==> src/rtl/posit_denorm_arbiter_if.sv <==
`default_nettype none
// posit_denorm_arbiter_if: requester-side and normalizer-side channels of the
// posit denorm arbiter, with field widths derived from the posit format.
interface posit_denorm_arbiter_if #(
  parameter int POSIT_WIDTH = 8,
  parameter int POSIT_ES    = 0,
  parameter int NUM_REQ     = 4
);
  localparam int SCALE_W = $clog2(POSIT_WIDTH) + POSIT_ES + 1;
  localparam int FRAC_W  = (POSIT_WIDTH - POSIT_ES - 3 > 1) ? (POSIT_WIDTH - POSIT_ES - 3) : 1;
  localparam int D_W     = 3 + SCALE_W + FRAC_W;
  localparam int ID_W    = ($clog2(NUM_REQ) > 1) ? $clog2(NUM_REQ) : 1;

  logic [NUM_REQ-1:0]     req_valid;
  logic [NUM_REQ*D_W-1:0] req_data;
  logic [NUM_REQ-1:0]     req_last;
  logic [NUM_REQ-1:0]     req_ready;
  logic                   out_valid;
  logic [D_W-1:0]         out_data;
  logic [ID_W-1:0]        out_id;
  logic                   out_ready;

  // Producer lanes plus downstream normalizer, seen from outside the arbiter.
  modport master (
    output req_valid, req_data, req_last, out_ready,
    input  req_ready, out_valid, out_data, out_id
  );

  modport slave (
    input  req_valid, req_data, req_last, out_ready,
    output req_ready, out_valid, out_data, out_id
  );
endinterface
`default_nettype wire

==> src/rtl/posit_denorm_arbiter.sv <==
`default_nettype none
// ----------------------------------------------------------------------------
// posit_denorm_arbiter: round-robin arbiter sharing one posit normalizer among
// NUM_REQ producers; canonicalizes NaR/zero words into a registered output.
// Optional burst lock: define POSIT_DENORM_ARB_BURST_LOCK_EN.
// Revision: 1.0
// ----------------------------------------------------------------------------
module posit_denorm_arbiter #(
  parameter int POSIT_WIDTH = 8,
  parameter int POSIT_ES    = 0,
  parameter int NUM_REQ     = 4
) (
  input  logic                  clk,
  input  logic                  rst_n,
  posit_denorm_arbiter_if.slave bus
);
  localparam int SCALE_W  = $clog2(POSIT_WIDTH) + POSIT_ES + 1;
  localparam int FRAC_W   = (POSIT_WIDTH - POSIT_ES - 3 > 1) ? (POSIT_WIDTH - POSIT_ES - 3) : 1;
  localparam int D_W      = 3 + SCALE_W + FRAC_W;
  localparam int ID_W     = ($clog2(NUM_REQ) > 1) ? $clog2(NUM_REQ) : 1;
  localparam int INF_BIT  = D_W - 2;
  localparam int ZERO_BIT = D_W - 3;

  localparam logic [ID_W:0]   NUM_REQ_W = (ID_W+1)'(NUM_REQ);
  localparam logic [ID_W-1:0] LAST_ID   = ID_W'(NUM_REQ - 1);

  logic [ID_W-1:0]      rr_ptr;
  logic [NUM_REQ-1:0]   eligible;
  logic [NUM_REQ-1:0]   grant;
  logic                 grant_any;
  logic [ID_W-1:0]      grant_id;
  logic [2*NUM_REQ-1:0] elig_dbl;
  logic [NUM_REQ-1:0]   elig_rot;
  logic [ID_W:0]        offset;
  logic [ID_W:0]        grant_sum;
  logic [D_W-1:0]       sel_word;
  logic                 load;
  logic                 accept;
  logic                 ptr_adv;
  logic                 out_valid_q;
  logic [D_W-1:0]       out_data_q;
  logic [ID_W-1:0]      out_id_q;

  // NaR wins over zero; both collapse every other field to 0.
  function automatic logic [D_W-1:0] canon(input logic [D_W-1:0] w);
    logic [D_W-1:0] c;
    c = w;
    if (w[INF_BIT]) begin
      c          = '0;
      c[INF_BIT] = 1'b1;
    end else if (w[ZERO_BIT]) begin
      c           = '0;
      c[ZERO_BIT] = 1'b1;
    end
    return c;
  endfunction

  // Rotate the eligible vector so rr_ptr sits at bit 0, then take the lowest set bit.
  always_comb begin
    elig_dbl  = {eligible, eligible} >> rr_ptr;
    elig_rot  = elig_dbl[NUM_REQ-1:0];
    grant_any = |elig_rot;
    offset    = '0;
    for (int k = NUM_REQ - 1; k >= 0; k--) begin
      if (elig_rot[k]) offset = (ID_W+1)'(k);
    end
    grant_sum = {1'b0, rr_ptr} + offset;
    if (grant_sum >= NUM_REQ_W) grant_sum = grant_sum - NUM_REQ_W;
    grant_id = grant_sum[ID_W-1:0];
  end

  for (genvar i = 0; i < NUM_REQ; i++) begin : g_grant
    assign grant[i] = grant_any && (grant_id == ID_W'(i));
  end

  always_comb begin
    sel_word = '0;
    for (int i = 0; i < NUM_REQ; i++) begin
      if (grant_id == ID_W'(i)) sel_word = bus.req_data[i*D_W +: D_W];
    end
  end

  assign load          = !out_valid_q || bus.out_ready;
  assign accept        = grant_any && load;
  assign bus.req_ready = grant & {NUM_REQ{load & rst_n}};

`ifdef POSIT_DENORM_ARB_BURST_LOCK_EN
  typedef enum logic [0:0] {
    ST_IDLE   = 1'b0,
    ST_LOCKED = 1'b1
  } state_t;

  state_t          state;
  state_t          state_nxt;
  logic [ID_W-1:0] lock_id;
  logic [ID_W-1:0] lock_id_nxt;
  logic            sel_last;

  always_comb begin
    sel_last = 1'b0;
    for (int i = 0; i < NUM_REQ; i++) begin
      if (grant_id == ID_W'(i)) sel_last = bus.req_last[i];
    end
  end

  // While locked, only the burst owner may win, even if it drops valid.
  always_comb begin
    eligible = bus.req_valid;
    if (state == ST_LOCKED) begin
      for (int i = 0; i < NUM_REQ; i++) begin
        if (lock_id != ID_W'(i)) eligible[i] = 1'b0;
      end
    end
  end

  always_ff @(posedge clk or negedge rst_n) begin
    if (!rst_n) begin
      state   <= ST_IDLE;
      lock_id <= '0;
    end else begin
      state   <= state_nxt;
      lock_id <= lock_id_nxt;
    end
  end

  always_comb begin
    state_nxt   = state;
    lock_id_nxt = lock_id;
    if (accept) begin
      if (sel_last) begin
        state_nxt = ST_IDLE;
      end else begin
        state_nxt   = ST_LOCKED;
        lock_id_nxt = grant_id;
      end
    end
  end

  // The pointer only moves when a burst (or single beat) completes.
  assign ptr_adv = accept && sel_last;
`else
  logic unused_last;
  assign unused_last = ^bus.req_last;
  assign eligible    = bus.req_valid;
  assign ptr_adv     = accept;
`endif

  always_ff @(posedge clk or negedge rst_n) begin
    if (!rst_n) begin
      rr_ptr      <= '0;
      out_valid_q <= 1'b0;
      out_data_q  <= '0;
      out_id_q    <= '0;
    end else begin
      if (ptr_adv) rr_ptr <= (grant_id == LAST_ID) ? '0 : grant_id + ID_W'(1);
      if (load) begin
        out_valid_q <= grant_any;
        if (grant_any) begin
          out_data_q <= canon(sel_word);
          out_id_q   <= grant_id;
        end
      end
    end
  end

  assign bus.out_valid = out_valid_q;
  assign bus.out_data  = out_data_q;
  assign bus.out_id    = out_id_q;
endmodule
`default_nettype wire

==> src/flat_wrapper.sv <==
// flat-port wrapper written by rule: the top's interface ports become plain ports
module posit_denorm_arbiter_flat 
#(
  parameter int POSIT_WIDTH = 8,
  parameter int POSIT_ES    = 0,
  parameter int NUM_REQ     = 4
)
  (clk, rst_n, bus_req_valid, bus_req_data, bus_req_last, bus_out_ready, bus_req_ready, bus_out_valid, bus_out_data, bus_out_id);
  posit_denorm_arbiter_if #(.POSIT_WIDTH(POSIT_WIDTH), .POSIT_ES(POSIT_ES), .NUM_REQ(NUM_REQ)) bus_i ();
  input  logic clk;
  input  logic rst_n;
  input wire logic [$bits(bus_i.req_valid)-1:0] bus_req_valid;
  input wire logic [$bits(bus_i.req_data)-1:0] bus_req_data;
  input wire logic [$bits(bus_i.req_last)-1:0] bus_req_last;
  input wire logic [$bits(bus_i.out_ready)-1:0] bus_out_ready;
  output wire logic [$bits(bus_i.req_ready)-1:0] bus_req_ready;
  output wire logic [$bits(bus_i.out_valid)-1:0] bus_out_valid;
  output wire logic [$bits(bus_i.out_data)-1:0] bus_out_data;
  output wire logic [$bits(bus_i.out_id)-1:0] bus_out_id;
  assign bus_i.req_valid = bus_req_valid;
  assign bus_i.req_data = bus_req_data;
  assign bus_i.req_last = bus_req_last;
  assign bus_i.out_ready = bus_out_ready;
  assign bus_req_ready = bus_i.req_ready;
  assign bus_out_valid = bus_i.out_valid;
  assign bus_out_data = bus_i.out_data;
  assign bus_out_id = bus_i.out_id;
  posit_denorm_arbiter #(.POSIT_WIDTH(POSIT_WIDTH), .POSIT_ES(POSIT_ES), .NUM_REQ(NUM_REQ)) u_core (.clk(clk), .rst_n(rst_n), .bus(bus_i));
endmodule
==> config.mk <==
export PLATFORM = sky130hd
export DESIGN_NAME = posit_denorm_arbiter_flat
export DESIGN_NICKNAME = d
export VERILOG_FILES = /design/src/rtl/posit_denorm_arbiter_if.sv /design/src/rtl/posit_denorm_arbiter.sv /design/src/flat_wrapper.sv
export SDC_FILE = /design/constraint.sdc
export NUM_CORES = 1
export LEC_CHECK = 0
export CAP_MARGIN = 5
export CORE_MARGIN = 5
export CORE_UTILIZATION = 34
export DETAILED_ROUTE_END_ITERATION = 16
export HOLD_SLACK_MARGIN = 0.03
export PLACE_DENSITY = 0.87
export SYNTH_ARGS = -nofsm -noshare
export SYNTH_HDL_FRONTEND = slang
export SYNTH_SLANG_ARGS = --single-unit
==> constraint.sdc <==
create_clock -name clk -period 3.3 [get_ports clk]
set_input_delay 0.495 -clock clk [delete_from_list [all_inputs] [get_ports clk]]
set_output_delay 0.495 -clock clk [all_outputs]
set_load 0.01 [all_outputs]
# [After elaboration in Yosys (flattened, before gate mapping)]
# Index checks and enable logic that the tools add are counted.
# Widths: inputs -> output; s select.
[totals] reg_bits=17 wordCells=36
[classes] add_sub_neg=3 magnitude_cmp=1 eq_ne=3 shifts=1 muxes=12 bitwise_logic=2 reduce_logical=10
[ops] op="$mux 12" count=6
[ops] op="$mux 3" count=3
[ops] op="$shr 8x2->4" count=1
[ops] op="$mux 2" count=3
[ops] op="$logic_and 1x1->1" count=5
[ops] op="$and 4x4->4" count=1
[ops] op="$eq 2x2->1 const B" count=2
[ops] op="$reduce_or 4->1" count=1
[ops] op="$add 2x3->3" count=1
[ops] op="$ge 3x3->1 const B" count=1
[ops] op="$add 2x1->2 const B" count=1
[ops] op="$eq 2x1->1 const B" count=1
[ops] op="$logic_not 2->1" count=1
[ops] op="$reduce_and 2->1" count=1
[ops] op="$sub 2x1->2 const B" count=1
[ops] op="$and 1x1->1" count=1
[ops] op="$logic_not 1->1" count=1
[ops] op="$logic_or 1x1->1" count=1

# [Depth between registers and ports, before layout]
[depth] depth_word=15 ltp_mapped=15

# [Least setup slack after synthesis]
# OpenSTA, ideal clock, no wires.
[synth_path] path_type="input-to-output" startpoint="input bus_req_valid[0]" endpoint="output bus_req_ready[3]" arrival_ns=2.881 t_required_ns=2.805 path_slack_ns=-0.076 stages=12 n_path_buf=2 cell_sequence="inv_1 o21ai_0 a21oi_1 o31a_1 ha_1 xnor2_1 or4_4 nand2_1 ha_1 clkbuf_1 clkbuf_1 and3_1"
[synth_between] elab_chain_cells=11 elab_cells_between_ends=13 classes_between="2 x add/sub; 1 x order compare; 1 x eq/ne; 1 x shift; 5 x mux; 1 x bitwise; 2 x reduce/logical"
[synth_rtl] item="from (decl)" line_no="flat_wrapper.sv:12" source="input wire logic [$bits(bus_i.req_valid)-1:0] bus_req_valid;"
[synth_rtl] item="$shr 8x2->4 (*)" line_no="posit_denorm_arbiter.sv:60" source="elig_dbl = {eligible, eligible} >> rr_ptr;"
[synth_rtl] item="$mux 2" line_no="posit_denorm_arbiter.sv:65" source="if (elig_rot[k]) offset = (ID_W+1)'(k);"
[synth_rtl] item="$mux 3 (2 in series)" line_no="posit_denorm_arbiter.sv:65"
[synth_rtl] item="$mux 3 (*)" line_no="posit_denorm_arbiter.sv:65"
[synth_rtl] item="$add 2x3->3 (*)" line_no="posit_denorm_arbiter.sv:67" source="grant_sum = {1'b0, rr_ptr} + offset;"
[synth_rtl] item="$ge 3x3->1 / $sub 2x1->2 (equally long branches)" line_no="posit_denorm_arbiter.sv:68" source="if (grant_sum >= NUM_REQ_W) grant_sum = grant_sum - NUM_REQ_W;"
[synth_rtl] item="$mux 2 (*)" line_no="posit_denorm_arbiter.sv:68"
[synth_rtl] item="net u_core.grant_sum[1]" line_no="posit_denorm_arbiter.sv:35" source="logic [ID_W:0] grant_sum;"
[synth_rtl] item="$eq 2x2->1 (*)" line_no="posit_denorm_arbiter.sv:73" source="assign grant[i] = grant_any && (grant_id == ID_W'(i));"
[synth_rtl] item="$logic_and 1x1->1 (*)" line_no="posit_denorm_arbiter.sv:73"
[synth_rtl] item="$and 4x4->4 (*)" line_no="posit_denorm_arbiter.sv:85" source="assign bus.req_ready = grant & {NUM_REQ{load & rst_n}};"
[synth_rtl] item="to (decl)" line_no="flat_wrapper.sv:16" source="output wire logic [$bits(bus_i.req_ready)-1:0] bus_req_ready;"
# The timed path passes the listed nets; every way through them passes the cells marked *.

# [Worst setup path in the final report]
[layout_path] startpoint="input bus_req_valid[1]" endpoint="register u_core.out_data_q[8], in the netlist u_core.bus.out_data[8]"
[layout_between] elab_chain_cells=15 elab_cells_between_ends=21 classes_between="2 x add/sub; 1 x order compare; 3 x eq/ne; 1 x shift; 11 x mux; 3 x reduce/logical"
[layout_rtl] item="$shr 8x2->4 (*)" line_no="posit_denorm_arbiter.sv:60"
[layout_rtl] item="$mux 2" line_no="posit_denorm_arbiter.sv:65"
[layout_rtl] item="$mux 3 (3 in series)" line_no="posit_denorm_arbiter.sv:65"
[layout_rtl] item="$add 2x3->3" line_no="posit_denorm_arbiter.sv:67"
[layout_rtl] item="$ge 3x3->1 / $sub 2x1->2 (equally long branches)" line_no="posit_denorm_arbiter.sv:68"
[layout_rtl] item="$mux 2" line_no="posit_denorm_arbiter.sv:68"
[layout_rtl] item="$logic_not 2->1" line_no="posit_denorm_arbiter.sv:79" source="if (grant_id == ID_W'(i)) sel_word = bus.req_data[i*D_W +: D_W];"
[layout_rtl] item="$mux 12 (4 in series)" line_no="posit_denorm_arbiter.sv:79"
[layout_rtl] item="$mux 12" line_no="posit_denorm_arbiter.sv:51" source="end else if (w[ZERO_BIT]) begin"
[layout_rtl] item="$mux 12" line_no="posit_denorm_arbiter.sv:48" source="if (w[INF_BIT]) begin"
[layout_rtl] item="to (signal assigned)" line_no="posit_denorm_arbiter.sv:159" source="out_data_q <= canon(sel_word);"
[layout_rtl] item="to (decl)" line_no="posit_denorm_arbiter.sv:41" source="logic [D_W-1:0] out_data_q;"
# Every way passes the cells marked *; elsewhere a longest branch is shown, timed or not.
# A chain may end at the register's enable or synchronous reset.

==> impl_metrics.py <==
metrics = {
    "status": {
        "status": "finished with violations",
        "violations": "setup timing",
    },
    "layout": {
        "instances_no_fill": 284,
        "layout_commonest_cell": "clkdlybuf4s50_1",
        "layout-drive-gt1-share_pct": 25.4,
        "area_growth_pct": 91.0,
        "nets": 301,
        "layout_common_cells": "65 x clkdlybuf4s50_1, 20 x nand2_1, 17 x dfrtp_1",
        "diodes": 0,
    },
    "placed_design": {
        "gp_congestion": 0.791,
        "portBuffers": 73,
        "dp.cells": 275,
        "place.detailed.hpwl_um": 3450,
    },
    "sta": {
        "finalCritPeriodShare_pct": 101,
        "layout_setup_ws_ns": -0.0363,
        "skew_ns": 0.00219,
        "worst_pin_slew_ns": 0.630,
        "setup-tns-final_ns": -0.124,
        "max_freq_mhz": 300,
        "drv_slew": 0,
        "slew_headroom_pct": 57.6,
        "finalSetupViolations": 6,
        "hold_viol": 0,
        "period_needed_ns": 3.34,
    },
    "worst_setup_path": {
        "crit_arrival_ns": 3.49,
        "cp_top_family": "compound AO/OA/AOI/OAI gates",
        "start_kind": "input pin",
        "endpoint_kind": "flop",
        "r2r-end": "u_core.bus.out_data[8]$_DFFE_PN0P_",
        "crit_buf_inv": 3,
        "required_ns": 3.45,
        "cp_max_fo": 6,
        "r2r_start": "u_core.rr_ptr[1]$_DFFE_PN0P_",
        "r2r_cells": 13,
        "r2r_setup_slack_ns": -0.03,
        "worst_path_max_delay_cell": "or4_4",
        "slowest_delay_ns": 0.55,
        "crit_chain": "clkdlybuf4s15_1 -> buf_6 -> o211ai_1 -> o31a_1 -> ha_2 -> xnor2_2 -> or4_4 -> and2_4 -> ha_4 -> buf_8 -> a221o_1 -> a22o_4 -> o31ai_1",
        "criticalPathCategory": "in2reg",
    },
    "synthesis": {
        "synthCells": 150,
        "yosysTopAreaCell": "dfrtp_1",
        "avgSynthCellArea_um2": 8.54,
        "synth_area_leaders": "dfrtp_1 33%, a221o_1 8.6%, o31ai_1 7.0%",
        "syn_nets": 214,
        "synth-edff-count": 0,
        "ys_ff_latch": 17,
        "ys_types": 37,
        "synth.top_cell.area_share_pct": 33.2,
        "seq_area_frac_synth_pct": 33.2,
        "synth_ff_type": "dfrtp_1",
        "syn_area_mm2": 0.00128,
        "async_reset_ff_share_pct": 100,
        "yosysWarnings": 0,
    },
    "die": {
        "rows": 22,
        "die_h_um": 71.4,
        "die_w_um": 71.4,
        "die-area_mm2": 0.00510,
        "core_region_area_mm2": 0.00366,
        "io_pins": 78,
        "start_util_pct": 35.0,
    },
    "grt": {
        "grt_pass1_vias": 1534,
        "grt_max_degree": 28,
        "overflow": 0,
        "antenna_found_initial": 0,
        "grt_pass1_wl_um": 7300,
        "track_usage_pct": 17.7,
    },
    "clock_tree": {
        "cts.sinks": 17,
        "hold_buffers": 0,
        "path_clk_slew_ns": 0.06,
        "clk_path_buf_depth": 2,
        "root_buffer": "clkbuf_8",
        "cts_tree": "done",
        "ctsHtreeMaxLevel": 1,
        "insertion_delay_ns": 0.25,
        "cts-buffers-inserted": 3,
    },
    "detailed_routing": {
        "vias": 1569,
        "vias_per_cell": 5.52,
        "drt-initial-drc-count": 104,
        "detail_route.wl_per_cell_um": 18.2,
        "postRouteAntennaNets": 0,
        "drtPass1Iterations": 4,
        "finalWirelength_um": 5170,
        "drc": 0,
    },
    "worst_hold_path": {
        "min_path_type": "in2async",
    },
    "job": {
        "maxCapViolations": 0,
    },
    "pwr": {
        "ir_worst_vdd_v": 0.000767,
        "p_per_area_mw_per_mm2": 1210,
        "leakagePower_nw": 1.05,
    },
}
-- sequential cells by signal (all words and copies together), names as in the netlist --
signal and cells:
u_core.rr_ptr 2, u_core.bus.out_id 2, u_core.bus.out_data 12, u_core.bus.out_valid 1
-- stage by stage --
step / hold WS (ns) / area [um2] / setup WS [ns] / util [%] / power, mW
2_1_floorplan: 0.199 / 1290 / 0.0115 / - / 1.44
3_3_place_gp: 0.460 / 2140 / -0.607 / 58.4 / 1.92
3_5_place_dp: 0.465 / 2140 / -0.718 / 58.4 / 1.96
4_1_cts: 0.450 / 2250 / 0.0263 / 61.4 / 2.35
5_1_grt: 0.462 / 2450 / -0.159 / 66.8 / 3.15
6_report: 0.461 / 2450 / -0.0363 / 66.8 / 2.96
-- worst max path at each step --
stage | startpoint | end | depth (start not counted)
2_1_floorplan | bus_req_valid[0] | bus_req_ready[2] | 12
3_3_place_gp | bus_req_valid[0] | u_core.bus.out_data[11]$_DFFE_PN0P_ | 14
3_5_place_dp | bus_req_valid[0] | u_core.bus.out_data[5]$_DFFE_PN0P_ | 14
4_1_cts | bus_req_valid[0] | u_core.bus.out_data[5]$_DFFE_PN0P_ | 14
5_1_grt | u_core.rr_ptr[1]$_DFFE_PN0P_ | u_core.bus.out_data[8]$_DFFE_PN0P_ | 13
6_report | bus_req_valid[1] | u_core.bus.out_data[8]$_DFFE_PN0P_ | 13
-- kinds of logic (layout without fill, tap and decap cells) --
group                    count (synthesis)  in the layout  share of synthesized area [%]
buffers and inverters                   26            111                           8.59
adder cells (fa/ha/maj)                  5              5                           4.88
flip-flops                              17             17                           33.2
XOR/XNOR                                 1              1                          0.684
AND/OR/NAND/NOR                         38             38                           15.5
AO/OA/AOI/OAI                           63             64                           37.1
-- synth_stat cells, types with 2 or more instances --
library cell and instances:
clkbuf_1 9, and3_1 4, a21oi_1 12, ha_1 5, or3b_2 2, nand3b_1 2
o21ai_0 4, o31ai_1 12, a221o_1 11, nor2_1 2, inv_1 14, a22oi_1 11
nand2_1 20, dfrtp_1 17, nor2b_1 2, a211oi_1 2
-- timing repair --
| item | in CTS | in global routing |
|---|---|---|
| buffers inserted | 0 | 3 |
| pin swaps | 5 | 11 |
| setup endpoints to repair | 16 | 14 |
| endpoints found under the hold margin | 0 | 0 |
| resized for setup | 32 | 38 |
| gates cloned | 1 | 1 |
-- routing by layer --
metal | vias up | GRT usage, % | wire (um)
li1 | 742 | - | -
met1 | 756 | 22.0 | 1950
met2 | 59 | 29.7 | 2800
met3 | 12 | 3.51 | 309
met4 | 0 | 7.10 | 102
met5 | - | 0 | 0
-- power by group --
group | total [mW] | switching [mW] | internal, mW
clock network | 0.152 | 0.0681 | 0.0837
logic | 2.47 | 1.32 | 1.15
registers | 0.333 | 0.0490 | 0.284
-- cell type report --
cell class | instances | area [um2]
clock buffer | 3 | 41.3
inverter | 14 | 52.6
clock inverter | 1 | 5.00
fill | 266 | 1210
multi-input combinational | 108 | 971
timing repair buffer | 93 | 892
tap | 48 | 60.1
sequential | 17 | 425
Note: power is estimated with default switching activity, not from simulation.
